[config.mk]
export PLATFORM = sky130hd
export DESIGN_NAME = bird_motion_ctrl_flat
export DESIGN_NICKNAME = d
export VERILOG_FILES = /design/src/rtl/bird_motion_ctrl_if.sv /design/src/rtl/bird_motion_ctrl.sv /design/src/flat_wrapper.sv
export SDC_FILE = /design/constraint.sdc
export NUM_CORES = 1
export LEC_CHECK = 0
export CAP_MARGIN = 5
export CORE_MARGIN = 3
export CORE_UTILIZATION = 40
export DETAILED_ROUTE_END_ITERATION = 7
export PLACE_DENSITY = 0.58
export SYNTH_ARGS = -nofsm -noshare
export SYNTH_HDL_FRONTEND = slang
export SYNTH_SLANG_ARGS = --single-unit
[constraint.sdc]
create_clock -name clk -period 2.43 [get_ports clk]
set_clock_uncertainty 0.15 [all_clocks]
set_input_delay 0.486 -clock clk [delete_from_list [all_inputs] [get_ports clk]]
set_output_delay 0.486 -clock clk [all_outputs]
set_load 0.01 [all_outputs]
[src/rtl/bird_motion_ctrl_if.sv]
// Motion link between the flap controller (master) and the bird column (slave).
// Carries the board/game inputs the controller consumes and the per-tick move pulses it emits.
interface bird_motion_ctrl_if;
  logic btn;
  logic pause;
  logic game_over;
  logic key;
  logic gravity;
  logic tick;

  modport master (
    input  btn,
    input  pause,
    input  game_over,
    output key,
    output gravity,
    output tick
  );

  modport slave (
    output btn,
    output pause,
    output game_over,
    input  key,
    input  gravity,
    input  tick
  );
endinterface

[src/rtl/bird_motion_ctrl.sv]
// Bird motion sequencer: synchronizes the flap button, divides clk into game ticks and
// emits at most one registered up (key) or down (gravity) pulse per tick.
module bird_motion_ctrl #(
  parameter int unsigned TICK_DIV  = 8,
  parameter int unsigned FLAP_ROWS = 2
) (
  input  logic              clk,
  input  logic              reset,
  bird_motion_ctrl_if.master bus
);

  localparam int unsigned CW = $clog2(TICK_DIV);
  localparam int unsigned RW = $clog2(FLAP_ROWS + 1);
  localparam logic [CW-1:0] CNT_LAST  = CW'(TICK_DIV - 1);
  localparam logic [RW-1:0] RISE_INIT = RW'(FLAP_ROWS - 1);

  typedef enum logic [1:0] {
    S_WAIT,
    S_RISE,
    S_FALL,
    S_DEAD
  } state_e;

  state_e        state_q, state_d;
  logic [CW-1:0] cnt_q, cnt_d;
  logic [RW-1:0] rise_rem_q, rise_rem_d;
  logic          flap_pending_q, flap_pending_d;
  logic          sync1_q, sync1_d;
  logic          sync2_q, sync2_d;
  logic          sync3_q, sync3_d;
  logic          key_q, key_d;
  logic          gravity_q, gravity_d;
  logic          tick_q, tick_d;
  logic          press;
  logic          tick_ev;

  // Next-state and pulse generation; synchronizer always tracks btn so a held
  // button across pause or death never looks like a fresh edge.
  always_comb begin
    state_d        = state_q;
    cnt_d          = cnt_q;
    rise_rem_d     = rise_rem_q;
    flap_pending_d = flap_pending_q;
    sync1_d        = bus.btn;
    sync2_d        = sync1_q;
    sync3_d        = sync2_q;
    key_d          = 1'b0;
    gravity_d      = 1'b0;
    tick_d         = 1'b0;
    press          = sync2_q & ~sync3_q;
    tick_ev        = 1'b0;

    if (bus.game_over) begin
      state_d        = S_DEAD;
      flap_pending_d = 1'b0;
      cnt_d          = '0;
    end else if (state_q == S_DEAD) begin
      cnt_d = '0;
    end else if (!bus.pause) begin
      tick_ev = (cnt_q == CNT_LAST);
      cnt_d   = tick_ev ? '0 : cnt_q + CW'(1);
      if (tick_ev) begin
        tick_d = 1'b1;
        if (flap_pending_q || press) begin
          key_d          = 1'b1;
          rise_rem_d     = RISE_INIT;
          flap_pending_d = 1'b0;
          state_d        = (FLAP_ROWS > 1) ? S_RISE : S_FALL;
        end else begin
          case (state_q)
            S_RISE: begin
              key_d      = 1'b1;
              rise_rem_d = rise_rem_q - RW'(1);
              if (rise_rem_q == RW'(1)) state_d = S_FALL;
            end
            S_FALL:  gravity_d = 1'b1;
            default: ;
          endcase
        end
      end else if (press) begin
        flap_pending_d = 1'b1;
      end
    end
  end

  always_ff @(posedge clk) begin
    if (reset) begin
      state_q        <= S_WAIT;
      cnt_q          <= '0;
      rise_rem_q     <= '0;
      flap_pending_q <= 1'b0;
      sync1_q        <= 1'b0;
      sync2_q        <= 1'b0;
      sync3_q        <= 1'b0;
      key_q          <= 1'b0;
      gravity_q      <= 1'b0;
      tick_q         <= 1'b0;
    end else begin
      state_q        <= state_d;
      cnt_q          <= cnt_d;
      rise_rem_q     <= rise_rem_d;
      flap_pending_q <= flap_pending_d;
      sync1_q        <= sync1_d;
      sync2_q        <= sync2_d;
      sync3_q        <= sync3_d;
      key_q          <= key_d;
      gravity_q      <= gravity_d;
      tick_q         <= tick_d;
    end
  end

  assign bus.key     = key_q;
  assign bus.gravity = gravity_q;
  assign bus.tick    = tick_q;

endmodule

[src/flat_wrapper.sv]
// flat-port wrapper written by rule: the top's interface ports become plain ports
module bird_motion_ctrl_flat 
#(
  parameter int unsigned TICK_DIV  = 8,
  parameter int unsigned FLAP_ROWS = 2
)
  (clk, reset, bus_btn, bus_pause, bus_game_over, bus_key, bus_gravity, bus_tick);
  bird_motion_ctrl_if bus_i ();
  input  logic clk;
  input  logic reset;
  input wire logic [$bits(bus_i.btn)-1:0] bus_btn;
  input wire logic [$bits(bus_i.pause)-1:0] bus_pause;
  input wire logic [$bits(bus_i.game_over)-1:0] bus_game_over;
  output wire logic [$bits(bus_i.key)-1:0] bus_key;
  output wire logic [$bits(bus_i.gravity)-1:0] bus_gravity;
  output wire logic [$bits(bus_i.tick)-1:0] bus_tick;
  assign bus_i.btn = bus_btn;
  assign bus_i.pause = bus_pause;
  assign bus_i.game_over = bus_game_over;
  assign bus_key = bus_i.key;
  assign bus_gravity = bus_i.gravity;
  assign bus_tick = bus_i.tick;
  bird_motion_ctrl #(.TICK_DIV(TICK_DIV), .FLAP_ROWS(FLAP_ROWS)) u_core (.clk(clk), .reset(reset), .bus(bus_i));
endmodule
=== Yosys cells after proc, flatten, opt, wreduce, memory -nomap -nowiden ===
Index checks and enable logic that the tools add are counted.

* Reduce and logical (&&, ||, !) cells: 14
* Bitwise logic cells: 6
* Add/sub/neg operators: 2
* Equality and inequality tests: 8
* Multiplexer cells: 17

{| class="wikitable"
|+ Operators with widths
! cell !! count
|-
| two-way mux 2 bit || 9
|-
| AND reduction 5 bit || 2
|-
| two-way mux 1 bit || 7
|-
| nonzero test 2 bit || 3
|-
| nonzero test 3 bit || 2
|-
| OR reduction 6 bit || 1
|-
| NOT 1 bit || 5
|-
| OR reduction 5 bit || 1
|-
| equality test 2 x 1 -> 1 bit (second input constant) || 2
|-
| equality test 2 bit (second input constant) || 2
|-
| != test 2 bit (second input constant) || 2
|-
| AND reduction 4 bit || 1
|-
| OR reduction 4 bit || 1
|-
| adder 3 x 1 -> 3 bit (second input constant) || 1
|-
| equality test 3 bit (second input constant) || 1
|-
| two-way mux 3 bit || 1
|-
| OR reduction 3 bit || 1
|-
| != test 2 x 1 -> 1 bit (second input constant) || 1
|-
| OR reduction 2 bit || 1
|-
| subtractor 2 x 1 -> 2 bit (second input constant) || 1
|-
| bitwise AND 1 bit || 1
|-
| logical OR 1 bit || 1
|}

* Output and inout port bits: 3
* Register bits: 14
* Input bits: 5

=== Logic depth before layout (Yosys ltp) ===
* Depth after elaboration: 8
* Depth in mapped cells: 6

=== Least setup slack after synthesis ===
No wires, ideal clock.

* Path kind: reg2reg
* Start point: register u_core.cnt_q[0]
* End point: register u_core.rise_rem_q[0]
* Setup slack: 0.961 ns
* Path buffers: 0
* Cell stages (with the launch flop): 7
* Arrival: 1.204 ns
* Library setup time: 0.116 ns
* Cell sequence: dfxtp_1 ha_1 ha_1 nor2b_4 and3_1 nand4_1 and3b_1

* Word-level cells in the longest chain between the ends: 2

{| class="wikitable"
|+ Ends and longest elaborated chain
! item !! RTL line !! text
|-
| from (decl) || bird_motion_ctrl.sv:25 || <nowiki>logic [CW-1:0] cnt_q, cnt_d;</nowiki>
|-
| from (signal assigned) || bird_motion_ctrl.sv:100 || <nowiki>cnt_q <= cnt_d;</nowiki>
|-
| equality test 3 bit || bird_motion_ctrl.sv:60 || <nowiki>tick_ev = (cnt_q == CNT_LAST);</nowiki>
|-
| AND reduction 5 bit (no source line) || n/a ||
|-
| to (signal assigned) || bird_motion_ctrl.sv:101 || <nowiki>rise_rem_q <= rise_rem_d;</nowiki>
|-
| to (decl) || bird_motion_ctrl.sv:26 || <nowiki>logic [RW-1:0] rise_rem_q, rise_rem_d;</nowiki>
|}

Every way passes these cells.
A chain may end at the register's enable or synchronous reset.

=== Worst setup path in the final report ===
* Start point: register u_core.key_q (netlist: u_core.bus.key)
* End point: output bus_key

{| class="wikitable"
|+ RTL lines
! item !! RTL line !! text
|-
| from (decl) || bird_motion_ctrl.sv:31 || <nowiki>logic key_q, key_d;</nowiki>
|-
| from (signal assigned) || bird_motion_ctrl.sv:106 || <nowiki>key_q <= key_d;</nowiki>
|-
| to (decl) || flat_wrapper.sv:14 || <nowiki>output wire logic [$bits(bus_i.key)-1:0] bus_key;</nowiki>
|}

No word-level cell between the ends.

==> reports/results.tsv <==
stage	metric	value	unit
pwr	LEAKAGE	0.291	nW
die	core area	1370	sq um
sta	worst hold slack	0.306	ns
yosys	number of flops mapped to enable cells by yosys	0	
die	Die Height	44.9	um
sta	final setup vio count	0	
final_layout	Final Cell Area	718	sq um
die	Std-Cell Rows	13	
yosys	Yosys top cell by area	dfxtp_1	
placement	Post-DP Area	682	sq um
placement	port bufs	7	
sta	pin slew with the least headroom to its limit	0.329	ns
final_layout	ant diodes	0	
drt	number of routed nets with antenna violations	0	
global_route	antenna violations before repair	0	
global_route	Global Route Usage Sum	12.2	%
yosys	Mapped Cells	63	
clock_network	setup bufs post-CTS	0	
drt	drt pass-1 iters	4	
global_route	largest net degree at the start of global routing	10	
yosys	syn_nets	72	
drt	final routed DRC violation total	0	
worst_setup_path	endpoint class of the critical path	output port	
sta	unrepaired setup endpoints after global routing	no	
placement	Inst Count DP	84	
sta	Max Freq	0.565	GHz
clock_network	clock latency on the worst-skew pair	0.28	ns
placement	GPL Wtd Cong	0.751	
drt	WL per Instance	11.9	um
clock_network	PostCTS Resize Cnt	0	
yosys	count leader, synth	dfxtp_1	
drt	DR vias/cell	5.34	
worst_setup_path	CP Cell Sequence	clkdlybuf4s50_1	
final_layout	layout cells sized above 1	11.0	%
yosys	Ys Warns	0	
clock_network	maximum clock insertion buffer count	2	
yosys	post-synth cell types	26	
sta	max_slew headroom	78.0	%
die	Die Footprint	2010	sq um
worst_setup_path	CP delay by family, top	buffers and inverters	
worst_setup_path	Worst Path Arrival	1.13	ns
yosys	Post-synth top flop	dfxtp_1	
worst_setup_path	crit-path max FO	1	
sta	Final Hold Vio Count	0	
die	io pins	8	
final_layout	Final Non-Filler Cells	88	
clock_network	Clock Tree Root	clkbuf_4	
clock_network	cts bufs inserted	3	
yosys	top cell type's share of synthesized area	46.4	%
job	Max-Cap Viols	0	
worst_setup_path	worst path buffer plus inverter count	1	
drt	vias	470	
yosys	Mean Syn Cell Area	9.59	sq um
worst_setup_path	Setup Crit Path Kind	register to output port	
global_route	total gr overflow	0	
global_route	first-pass GRT wire length	1.68	mm
clock_network	H-tree depth	1	
yosys	synthesized area	604	sq um
drt	initial DRC count	16	
drt	DRT Wirelength	1.05	mm
sta	min cycle time layout	1.77	ns
die	Die X	44.9	um
clock_network	hold_buf cts	0	
yosys	Post-synth top cells	dfxtp_1 (14), nor2_1 (5)	
yosys	top cells by area, synth	dfxtp_1 (46%), ha_1 (8.3%), nor2b_1 (4.1%)	
final_layout	nets	83	
clock_network	TritonCTS clock tree	built	
min_path	worst hold path class	register to register	
placement	dpl hpwl	769	um
yosys	ys async rst share	0	%
sta	total negative setup slack	0	ns
worst_setup_path	CP peak stage delay	0.53	ns
run_status	status	finished clean	
yosys	register area share after synthesis	46.4	%
pwr	pwr/cell area	615	nW/um^2
worst_setup_path	Slowest cell on crit path	clkdlybuf4s50_1	
worst_setup_path	Critical Path RT	1.79	ns
yosys	Seq cells post-synth	14	
sta	fin. max-slew vios	0	
final_layout	Synth-to-Final Area Change	18.8	%
die	Initial Utilization	44.2	%
sta	Tcrit/Tclk final	72.8	%
global_route	vias in the first global route	402	
sta	setup ws final	0.660	ns
clock_network	sink count of the clock tree	14	
worst_setup_path	crit path launch type	register	
clock_network	clk slew on worst S/H paths	0.09	ns
pwr	maximum vdd drop	0.305	mV
placement	Setup WS pre-CTS	0.440	ns
[power by group]
| part | switching [mW] | leakage, nW | internal, mW | total (mW) |
|---|---|---|---|---|
| combinational | 0.0166 | 0.156 | 0.0148 | 0.0314 |
| clock | 0.0796 | 0.0210 | 0.0912 | 0.171 |
| sequential | 0.00480 | 0.114 | 0.235 | 0.240 |
[area by class of cell]
cell class                 instances  area [sq um]
multi-input combinational         46           305
fill                             139           648
tap                               15          18.8
sequential                        14           280
clock buffer                       4          36.3
timing repair buffer               7          70.1
inverter                           2          7.51
[cell families (layout without fill, tap and decap cells)]
| family | Yosys count | in the layout | synth area share [%] |
|---|---|---|---|
| adder cells (fa/ha/maj) | 4 | 4 | 8.28 |
| flip-flops | 14 | 14 | 46.4 |
| AND/OR/NAND/NOR | 29 | 29 | 28.8 |
| AO/OA/AOI/OAI | 11 | 11 | 10.1 |
| buffers and inverters | 3 | 13 | 3.11 |
| multiplexers | 2 | 2 | 3.31 |
[worst paths after layout]
kind / startpoint / to / slack, ns / depth (start not counted)
setup / recovery: u_core.bus.key$_SDFF_PP0_ / bus_key / 0.66 / 1
hold / removal: u_core.sync1_q$_SDFF_PP0_ / u_core.sync2_q$_SDFF_PP0_ / 0.31 / 1
setup reg to reg: u_core.cnt_q[0]$_SDFFE_PP0N_ / u_core.rise_rem_q[0]$_SDFFE_PP0P_ / 0.83 / 6
hold reg to reg: u_core.sync1_q$_SDFF_PP0_ / u_core.sync2_q$_SDFF_PP0_ / 0.31 / 1
[placed cells by master, fill, tap and decap left out, drive strengths merged, types with 2 or more instances in the layout]
master         synthesis  routed
a21oi                  4       4
and3                   3       3
clkbuf                 0       4
clkdlybuf4s50          0       7
dfxtp                 14      14
ha                     4       4
inv                    2       2
mux2i                  2       2
nand2                  4       4
nand4                  2       2
nor2                   6       6
nor2b                  6       6
nor3                   3       3
o21ai                  4       4
[per-stage QoR]
step                      utilization [%]  total power [mW]
after floorplan                         -             0.265
after global placement               49.9             0.277
after detailed placement             49.9             0.277
after CTS                            52.6             0.450
after global routing                 52.6             0.463
final                                52.6             0.442
[per-layer routing]
metal  GRT usage [%]  wire length [um]  vias to the layer above
li1                -                 -                      244
met1            13.6               492                      198
met2            18.6               442                       21
met3            2.39                66                        7
met4            12.3                46                        0
met5               0                 0                        -
[sequential cells by signal (all words and copies together) (netlist names)]
register / cells
u_core.bus.gravity: 1
u_core.rise_rem_q: 2
u_core.flap_pending_q: 1
u_core.sync2_q: 1
u_core.state_q: 2
u_core.sync3_q: 1
u_core.bus.key: 1
u_core.bus.tick: 1
u_core.sync1_q: 1
u_core.cnt_q: 3
Power figures use the tool's default switching activity.
